[config.mk]
export PLATFORM = sky130hd
export DESIGN_NAME = booth_mult_seq
export DESIGN_NICKNAME = d
export VERILOG_FILES = /design/src/rtl/booth_mult_seq.sv
export SDC_FILE = /design/constraint.sdc
export NUM_CORES = 1
export LEC_CHECK = 0
export CAP_MARGIN = 20
export CORE_MARGIN = 5
export CORE_UTILIZATION = 30
export CTS_CLUSTER_SIZE = 30
export DETAILED_ROUTE_END_ITERATION = 12
export SETUP_SLACK_MARGIN = 0.3
export SLEW_MARGIN = 20
export SYNTH_ARGS = -nofsm -noshare
export SYNTH_HDL_FRONTEND = slang
export SYNTH_SLANG_ARGS = --single-unit
[constraint.sdc]
create_clock -name clk -period 4.22 [get_ports clk]
set_input_delay 1.266 -clock clk [delete_from_list [all_inputs] [get_ports clk]]
set_output_delay 1.266 -clock clk [all_outputs]
set_load 0.1 [all_outputs]
[src/rtl/booth_mult_seq.sv]
// Sequential Booth multiplier with start/busy/done handshake and per-operation signed/unsigned mode.
// Radix-2 by default; define MULT_RADIX4_EN to build the radix-4 (modified Booth) datapath instead.
module booth_mult_seq #(
  parameter int WIDTH = 32
) (
  input  logic             clk,
  input  logic             reset_total,
  input  logic             start,
  input  logic             signed_mode,
  input  logic [WIDTH-1:0] operand_a_in,
  input  logic [WIDTH-1:0] operand_b_in,
  output logic             busy,
  output logic             done,
  output logic [WIDTH-1:0] product_hi_out,
  output logic [WIDTH-1:0] product_lo_out
);

`ifdef MULT_RADIX4_EN
  localparam int EXT_W = WIDTH + 2;
  localparam int ACC_W = WIDTH + 4;  // headroom so A +/- 2M never overflows
  localparam int STEPS = (WIDTH + 2) / 2;
`else
  localparam int EXT_W = WIDTH + 1;
  localparam int ACC_W = WIDTH + 1;
  localparam int STEPS = WIDTH + 1;
`endif
  localparam int CNT_W  = $clog2(STEPS + 1);
  localparam int FULL_W = ACC_W + EXT_W;

  typedef enum logic {
    ST_IDLE = 1'b0,
    ST_RUN  = 1'b1
  } state_t;

  state_t            r_state;
  state_t            w_state_next;

  logic [ACC_W-1:0]  r_m;
  logic [ACC_W-1:0]  r_neg_m;
  logic [ACC_W-1:0]  r_a;
  logic [EXT_W-1:0]  r_q;
  logic              r_q_m1;
  logic [CNT_W-1:0]  r_count;
  logic              r_done;
  logic [WIDTH-1:0]  r_prod_hi;
  logic [WIDTH-1:0]  r_prod_lo;

  logic              w_sign_a;
  logic              w_sign_b;
  logic [ACC_W-1:0]  w_m_ext;
  logic [EXT_W-1:0]  w_q_ext;
  logic [ACC_W-1:0]  w_sum;
  logic [FULL_W-1:0] w_shifted;
  logic              w_q_m1_next;
  logic              w_last;

  // Operand extension: the extra MSBs let one datapath handle both signed and unsigned inputs.
  assign w_sign_a = signed_mode & operand_a_in[WIDTH-1];
  assign w_sign_b = signed_mode & operand_b_in[WIDTH-1];
  assign w_m_ext  = {{(ACC_W - WIDTH){w_sign_a}}, operand_a_in};
  assign w_q_ext  = {{(EXT_W - WIDTH){w_sign_b}}, operand_b_in};

  assign w_last = (r_state == ST_RUN) && (r_count == CNT_W'(1));

`ifdef MULT_RADIX4_EN
  always_comb begin
    // NOTE: every combinational output gets a default first so no path can infer a latch.
    w_sum = r_a;
    case ({r_q[1:0], r_q_m1})
      3'b001, 3'b010: w_sum = r_a + r_m;
      3'b011:         w_sum = r_a + {r_m[ACC_W-2:0], 1'b0};
      3'b100:         w_sum = r_a + {r_neg_m[ACC_W-2:0], 1'b0};
      3'b101, 3'b110: w_sum = r_a + r_neg_m;
      default:        w_sum = r_a;
    endcase
  end

  assign w_shifted   = {{2{w_sum[ACC_W-1]}}, w_sum, r_q[EXT_W-1:2]};
  assign w_q_m1_next = r_q[1];
`else
  always_comb begin
    // NOTE: every combinational output gets a default first so no path can infer a latch.
    w_sum = r_a;
    case ({r_q[0], r_q_m1})
      2'b10:   w_sum = r_a + r_neg_m;
      2'b01:   w_sum = r_a + r_m;
      default: w_sum = r_a;
    endcase
  end

  assign w_shifted   = {w_sum[ACC_W-1], w_sum, r_q[EXT_W-1:1]};
  assign w_q_m1_next = r_q[0];
`endif

  always_ff @(posedge clk) begin
    if (reset_total) begin
      r_state <= ST_IDLE;
    end else begin
      r_state <= w_state_next;
    end
  end

  always_comb begin
    w_state_next = r_state;
    case (r_state)
      ST_IDLE: if (start)  w_state_next = ST_RUN;
      ST_RUN:  if (w_last) w_state_next = ST_IDLE;
      default: w_state_next = ST_IDLE;
    endcase
  end

  always_ff @(posedge clk) begin
    // NOTE: non-blocking assignments keep every register sampling pre-edge values, independent of statement order.
    if (reset_total) begin
      r_m       <= '0;
      r_neg_m   <= '0;
      r_a       <= '0;
      r_q       <= '0;
      r_q_m1    <= 1'b0;
      r_count   <= '0;
      r_done    <= 1'b0;
      r_prod_hi <= '0;
      r_prod_lo <= '0;
    end else begin
      r_done <= 1'b0;
      if (r_state == ST_IDLE) begin
        if (start) begin
          r_m     <= w_m_ext;
          r_neg_m <= -w_m_ext;
          r_a     <= '0;
          r_q     <= w_q_ext;
          r_q_m1  <= 1'b0;
          r_count <= CNT_W'(STEPS);
        end
      end else begin
        r_a     <= w_shifted[FULL_W-1:EXT_W];
        r_q     <= w_shifted[EXT_W-1:0];
        r_q_m1  <= w_q_m1_next;
        r_count <= r_count - CNT_W'(1);
        // Final step: the shifted {A,Q} already holds the complete product.
        if (w_last) begin
          r_prod_hi <= w_shifted[2*WIDTH-1:WIDTH];
          r_prod_lo <= w_shifted[WIDTH-1:0];
          r_done    <= 1'b1;
        end
      end
    end
  end

  assign busy           = (r_state == ST_RUN);
  assign done           = r_done;
  assign product_hi_out = r_prod_hi;
  assign product_lo_out = r_prod_lo;

endmodule

==> results.sh, run 1 <==
export IMPL_final_cells=1876
export IMPL_viasPerCell=4.975
export IMPL_rsz0062_at_grt="yes"
export IMPL_io_buffers=133
export IMPL_synth_top_area_share=0.3949
export IMPL_layout_drive_gt1_share=0.1022
export IMPL_netlist_area_sq_um=10290
export IMPL_clock_skew_ns=0.01779
export IMPL_clk_path_buf_depth=3
export IMPL_syn_inst=1307
export IMPL_ys_flop_type="dfxtp_1"
export IMPL_ys_ff_latch=203
export IMPL_layout_nets=1518
export IMPL_whs_ns=0.4530
export IMPL_ys_seq_area_frac=0.3949
export IMPL_finalSetupTns_ns=0
export IMPL_initial_core_util=0.3054
export IMPL_worstSkewPairLatency_ns=0.53
export IMPL_hold_path_class="reg2reg"
export IMPL_finalSetupViolations=0
export IMPL_period_share=0.8898
export IMPL_timing_rr_start="r_q[0]"
export IMPL_outcome="finished clean"
export IMPL_dp_hpwl_mm=20.58
export IMPL_antenna_found_initial=3
export IMPL_critPathMaxFanout=6
export IMPL_dp_cells=1826
export IMPL_critPathKind="reg2reg"
export IMPL_clk_pin_slew_ns=0.06
export IMPL_vias=9334
export IMPL_hold_violations=0
export IMPL_first_global_vias=8916
export IMPL_peakVddDrop_mv=0.2767
export IMPL_yosysWarnings=0
export IMPL_async_flop_share=0
export IMPL_finalWirelength_mm=30.10
export IMPL_netlist_top_cells_area="dfxtp_1 39%, a21oi_1 9.9%, nand2_1 8.7%"
export IMPL_synthesis_nets=1412
export IMPL_final_util=0.3867
export IMPL_drv_slew=0
export IMPL_grt_max_degree=87
export IMPL_wire_per_inst_um=16.04
export IMPL_grt_overflow_total=0
export IMPL_tightest_slew_ns=1.060
export IMPL_end_kind="register"
export IMPL_crit_path_start="r_q[0]"
export IMPL_worstSetupStartpointType="register"
export IMPL_drt_pass1_iterations=5
export IMPL_core_sq_um=33700
export IMPL_drc_errors=0
export IMPL_cts_buffers=24
export IMPL_ctsRootBufferMaster="clkbuf_16"
export IMPL_synth_edf_count=0
export IMPL_clock_fmax_ghz=0.2663
export IMPL_synth_avg_cell_area_sq_um=7.874
export IMPL_maxCapViolations=0
export IMPL_io_pins=134
export IMPL_arrival_ns=4.12
export IMPL_worst_r2r_cell_count=16
export IMPL_n_antenna_cell=0
export IMPL_drtIter0Drc=528
export IMPL_areaGrowthSynthToFinish_pct=26.64
export IMPL_drtAntennaViolNets=0
export IMPL_worst_endpoint_required_ns=4.59
export IMPL_crit_end="r_a[28]"
export IMPL_die_h_um=195.2
export IMPL_rows=67
export IMPL_min_period_ns=3.755
export IMPL_htreeDepth=1
export IMPL_r2r_end="r_a[28]"
export IMPL_die_area_sq_um=38110
export IMPL_gp_congestion=0.8369
export IMPL_track_usage=0.1513
export IMPL_relSlewSlack=0.2914
export IMPL_yosysUniqueCellTypes=69
export IMPL_clock_sinks=203
export IMPL_die_w_um=195.2
export IMPL_cts_tree="yes"
export IMPL_power_density_nw_per_um2=376.0
export IMPL_power_mw=4.900
export IMPL_yosysTopAreaCell="dfxtp_1"
export IMPL_rrSetupSlack_ns=0.47
export IMPL_p_leak_nw=4.976
export IMPL_grt_pass1_wl_mm=48.49
-- layout by cell type, fill, tap and decap left out, types with 5 or more instances in the layout --
| master | netlist | layout |
|---|---|---|
| a211oi_1 | 12 | 12 |
| a21o_1 | 13 | 13 |
| a21oi_1 | 203 | 202 |
| a31oi_1 | 6 | 5 |
| and2_1 | 5 | 5 |
| and3_1 | 25 | 25 |
| buf_4 | 1 | 35 |
| clkbuf_1 | 67 | 5 |
| clkbuf_16 | 0 | 25 |
| clkdlybuf4s50_1 | 0 | 128 |
| dfxtp_1 | 203 | 202 |
| ha_1 | 36 | 25 |
| ha_2 | 0 | 5 |
| ha_4 | 0 | 6 |
| inv_1 | 20 | 19 |
| mux2_2 | 33 | 32 |
| mux2i_1 | 41 | 41 |
| nand2_1 | 239 | 238 |
| nand2b_1 | 5 | 5 |
| nand3_1 | 14 | 14 |
| nand3b_1 | 6 | 6 |
| nand4_1 | 6 | 6 |
| nor2_1 | 143 | 142 |
| nor3_1 | 25 | 24 |
| o21ai_0 | 58 | 57 |
| o21bai_1 | 11 | 11 |
| or3_1 | 7 | 7 |
| xnor2_1 | 25 | 25 |
| xor2_1 | 18 | 18 |
-- sequential cells by signal, summed over array words and instances (netlist names), 6 cells and up --
name,cells
product_hi_out,32
product_lo_out,32
r_a,32
r_count,6
r_m,33
r_neg_m,32
r_q,33
-- repair_timing --
item | in CTS | in global routing
gates resized for setup | 1 | 23
setup buffers | 0 | 9
endpoints found under the setup margin | 1 | 7
gates cloned | 0 | 0
hold buffers | 0 | 0
pin swaps | 0 | 9
-- metal layers --
| metal | vias to the layer above | global-route usage | part of all wire | routed length [um] |
|---|---|---|---|---|
| met4 | 4 | 0.03051 | 0.020 | 616 |
| met1 | 4323 | 0.2205 | 0.49 | 14640 |
| met5 | - | 0 | 0.00090 | 27 |
| met3 | 43 | 0.05118 | 0.086 | 2591 |
| li1 | 4722 | - | - | - |
| met2 | 242 | 0.2174 | 0.41 | 12230 |
-- power breakdown --
part           switching [mW]  internal, mW  leakage (nW)
clock                   0.823          1.27         0.387
sequential             0.0616          2.01          1.65
combinational           0.483         0.260          2.94
total                    1.37          3.53          4.98
-- logic make-up after synthesis --
group / synth area share
compound gates: 0.1956
buf+inv: 0.04000
simple gates: 0.2101
mux: 0.07708
fa+ha+maj: 0.04571
flops: 0.3949
xor+xnor: 0.03660
-- per-stage QoR --
step / setup WS, ns / cell area [sq um]
2_1_floorplan: 0.3191 / 10290
3_3_place_gp: 0.1633 / 12060
4_1_cts: 0.3894 / 12860
3_5_place_dp: 0.1197 / 12060
6_report: 0.4651 / 13030
5_1_grt: 0.2779 / 13030
-- worst min path at each step --
stage	startpoint	endpoint	slack [ns]	cells past startpoint
finish	r_neg_m[7]	r_neg_m[7]	0.45	2
global route	r_neg_m[29]	r_neg_m[29]	0.47	2
CTS	r_neg_m[18]	r_neg_m[18]	0.46	2
detailed placement	r_neg_m[26]	r_neg_m[26]	0.45	2
global placement	r_neg_m[18]	r_neg_m[18]	0.44	2
floorplan	r_neg_m[11]	r_neg_m[11]	0.43	2
-- synth_stat cells (3+ instances only) --
master	n
o31ai_1	4
a31oi_1	6
dfxtp_1	203
a21oi_1	203
nand4_1	6
nor3_1	25
or4_1	4
xor2_1	18
o21a_1	3
o211ai_1	3
a211oi_1	12
nand4b_1	3
a311oi_1	4
ha_1	36
nand3b_1	6
inv_1	20
and3_1	25
or3_1	7
nand2b_1	5
xnor2_1	25
o21ai_0	58
and2_1	5
mux2i_1	41
clkbuf_1	67
o21bai_1	11
nor2_1	143
a21o_1	13
nand3_1	14
buf_1	18
nor4_1	4
mux2_2	33
nand2_1	239
-- cell type report --
cell class | count | area, sq um
clock buffer | 34 | 699.4
sequential | 203 | 4068
timing repair buffer | 168 | 1603
fill | 3440 | 20670
inverter | 20 | 75.07
multi-input combinational | 996 | 5939
tap | 448 | 560.5
clock inverter | 7 | 87.58
-- critical path: stages, from the launching register on --
cell      delay (ns)
dfxtp_1         0.33
inv_2           0.08
ha_4            0.19
buf_6           0.15
buf_4           0.11
mux2_2          0.37
ha_2            0.32
a21o_1          0.17
a21oi_1         0.17
o21bai_1        0.10
a21oi_2         0.22
o21ai_1         0.14
a311o_1         0.42
a41oi_2         0.28
o31a_1          0.20
mux2i_1         0.26
a311oi_1        0.12
Note: power is estimated with default switching activity, not from simulation.
==> run 2: changes to the inputs <==
CTS_BUF_LIST = sky130_fd_sc_hd__clkbuf_8   (was default)
==> results.sh, run 2 (synthesis results as in run 1) <==
export IMPL_p_comb_frac=0.156
export IMPL_peakVddDrop_mv=0.2279
export IMPL_finalWorstSetupSlack_ns=0.5113
export IMPL_rows=67
export IMPL_crit_chain="inv_2 > ha_4 > buf_12 > mux2_2 > ha_4 > or2_1 > a31oi_2 > a211oi_2 > a31oi_4 > o211ai_4 > a311oi_4 > o21ai_2 > a2111oi_2 > mux2_1 > a21oi_1"
export IMPL_pre_cts_slack_ns=0.1197
export IMPL_viasPerCell=4.907
export IMPL_io_buffers=133
export IMPL_tightest_slew_ns=1.059
export IMPL_finalWirelength_mm=30.33
export IMPL_gp_congestion=0.8369
export IMPL_maxCapViolations=0
export IMPL_io_pins=134
export IMPL_clk_path_buf_depth=3
export IMPL_track_usage=0.1539
export IMPL_period_share=0.8788
export IMPL_cts_tree="yes"
export IMPL_grt_overflow_total=0
export IMPL_vias=9338
export IMPL_clock_skew_ns=0.02591
export IMPL_dp_hpwl_mm=20.58
export IMPL_areaGrowthSynthToFinish_pct=26.89
export IMPL_worst_endpoint_required_ns=4.69
export IMPL_mostFrequentLayoutCells="238 x nand2_1, 201 x a21oi_1, 200 x dfxtp_1"
export IMPL_ctsRootBufferMaster="clkbuf_8"
export IMPL_critPathKind="reg2reg"
export IMPL_hold_path_class="reg2reg"
export IMPL_drv_slew=0
export IMPL_antenna_found_initial=3
export IMPL_final_common_cell="nand2_1"
export IMPL_die_h_um=195.2
export IMPL_hold_start="r_m[23]"
export IMPL_largestRegisters="r_m x33, r_q x33"
export IMPL_grt_pass1_wl_mm=48.87
export IMPL_swShare=0.2985
export IMPL_rsz0062_at_grt="no"
export IMPL_p_clk_frac=0.409
export IMPL_cts_hold_buffers=0
export IMPL_critPathMaxFanout=7
export IMPL_drtIter0Drc=519
export IMPL_initial_core_util=0.3054
export IMPL_die_w_um=195.2
export IMPL_clock_sinks=203
export IMPL_min_period_ns=3.709
export IMPL_outcome="finished clean"
export IMPL_critPathSlowestCell="a311oi_4"
export IMPL_worstSkewPairLatency_ns=0.56
export IMPL_layout_drive_gt1_share=0.1175
export IMPL_first_global_vias=9045
export IMPL_relSlewSlack=0.2917
export IMPL_wire_per_inst_um=15.94
export IMPL_end_kind="register"
export IMPL_clock_fmax_ghz=0.2696
export IMPL_finalSetupViolations=0
export IMPL_crit_path_start="r_q[0]"
export IMPL_arrival_ns=4.18
export IMPL_finalSetupTns_ns=0
export IMPL_grt_max_degree=87
export IMPL_power_density_nw_per_um2=364.7
export IMPL_drtAntennaViolNets=0
export IMPL_seqPwrFrac=0.434
export IMPL_drc_errors=0
export IMPL_die_area_sq_um=38110
export IMPL_crit_family="compound AO/OA/AOI/OAI gates"
export IMPL_drt_pass1_iterations=6
export IMPL_n_antenna_cell=0
export IMPL_path_buf_inv=2
export IMPL_cts_buffers=38
export IMPL_max_stage_delay_ns=0.41
export IMPL_p_leak_nw=5.046
export IMPL_core_sq_um=33700
export IMPL_p_switching_mw=1.422
export IMPL_layout_nets=1532
export IMPL_hold_violations=0
export IMPL_worstSetupStartpointType="register"
export IMPL_timing_rr_start="r_q[0]"
export IMPL_cpMostUsedCell="ha_4"
export IMPL_htreeDepth=2
export IMPL_clk_pin_slew_ns=0.06
export IMPL_p_int_mw=3.341
==> run 2: cell count changes in the layout (fill, tap and decap cells not counted), sizes merged <==
cell	delta
bufinv	-1
clkbuf	+13
clkinvlp	-1
clkinv	+4
inv	+12
==> run 2: power by group through the flow <==
stage / Clock (mW) / Combinational [mW] / Sequential, mW
2_1_floorplan: 0 / 0.379 / 2.21
3_3_place_gp: 0 / 0.725 / 2.10
3_5_place_dp: 0 / 0.732 / 2.11
4_1_cts: 2.03 / 0.737 / 2.07
5_1_grt: 2.12 / 0.815 / 2.08
6_report: 1.95 / 0.745 / 2.07
==> run 2: worst paths after layout <==
check / end / slack (ns) / cells after the start
max reg2reg: r_a[31] / 0.51 / 15
min reg2reg: r_m[23] / 0.45 / 2
max: r_a[31] / 0.51 / 15
min: r_m[23] / 0.45 / 2
==> run 2: metal layers <==
metal,wire length (um),share of wire,track usage
met1,14840,0.49,0.2187
met2,12180,0.40,0.2173
met3,2591,0.085,0.05825
met4,690,0.023,0.04370
met5,23,0.00076,0
==> run 2: final cells by class <==
| cell class | count | area [sq um] |
|---|---|---|
| clock inverters | 21 | 125.1 |
| repair buffers | 168 | 1624 |
| clock buffers | 47 | 646.9 |
| fillers | 3472 | 20640 |
| multi-input cells | 996 | 5957 |
| flip-flops and latches | 203 | 4070 |
| well taps | 448 | 560.5 |
| inverters | 20 | 75.07 |
==> run 2: worst min-delay path: stages, from the launching register on <==
cell,delay (ns)
dfxtp_1,0.30
nand2_1,0.05
a21oi_1,0.05
==> run 2: stage by stage <==
stage | hold slack [ns] | std cells | area, sq um | utilization | power (mW)
after floorplan | 0.4294 | 1307 | 10290 | - | 2.593
final | 0.4521 | 1903 | 13060 | 0.3875 | 4.763
after global routing | 0.4716 | 1903 | 13060 | 0.3875 | 5.013
after detailed placement | 0.4456 | 1826 | 12060 | 0.3579 | 2.838
after global placement | 0.4361 | 1826 | 12060 | 0.3579 | 2.830
after CTS | 0.4547 | 1894 | 12840 | 0.3811 | 4.836
==> run 2: repair_timing <==
action                     in CTS  in global routing
setup buffers                   0                  9
gates resized for setup         1                 28
pin swaps                       0                 10
setup endpoints to repair       1                  8
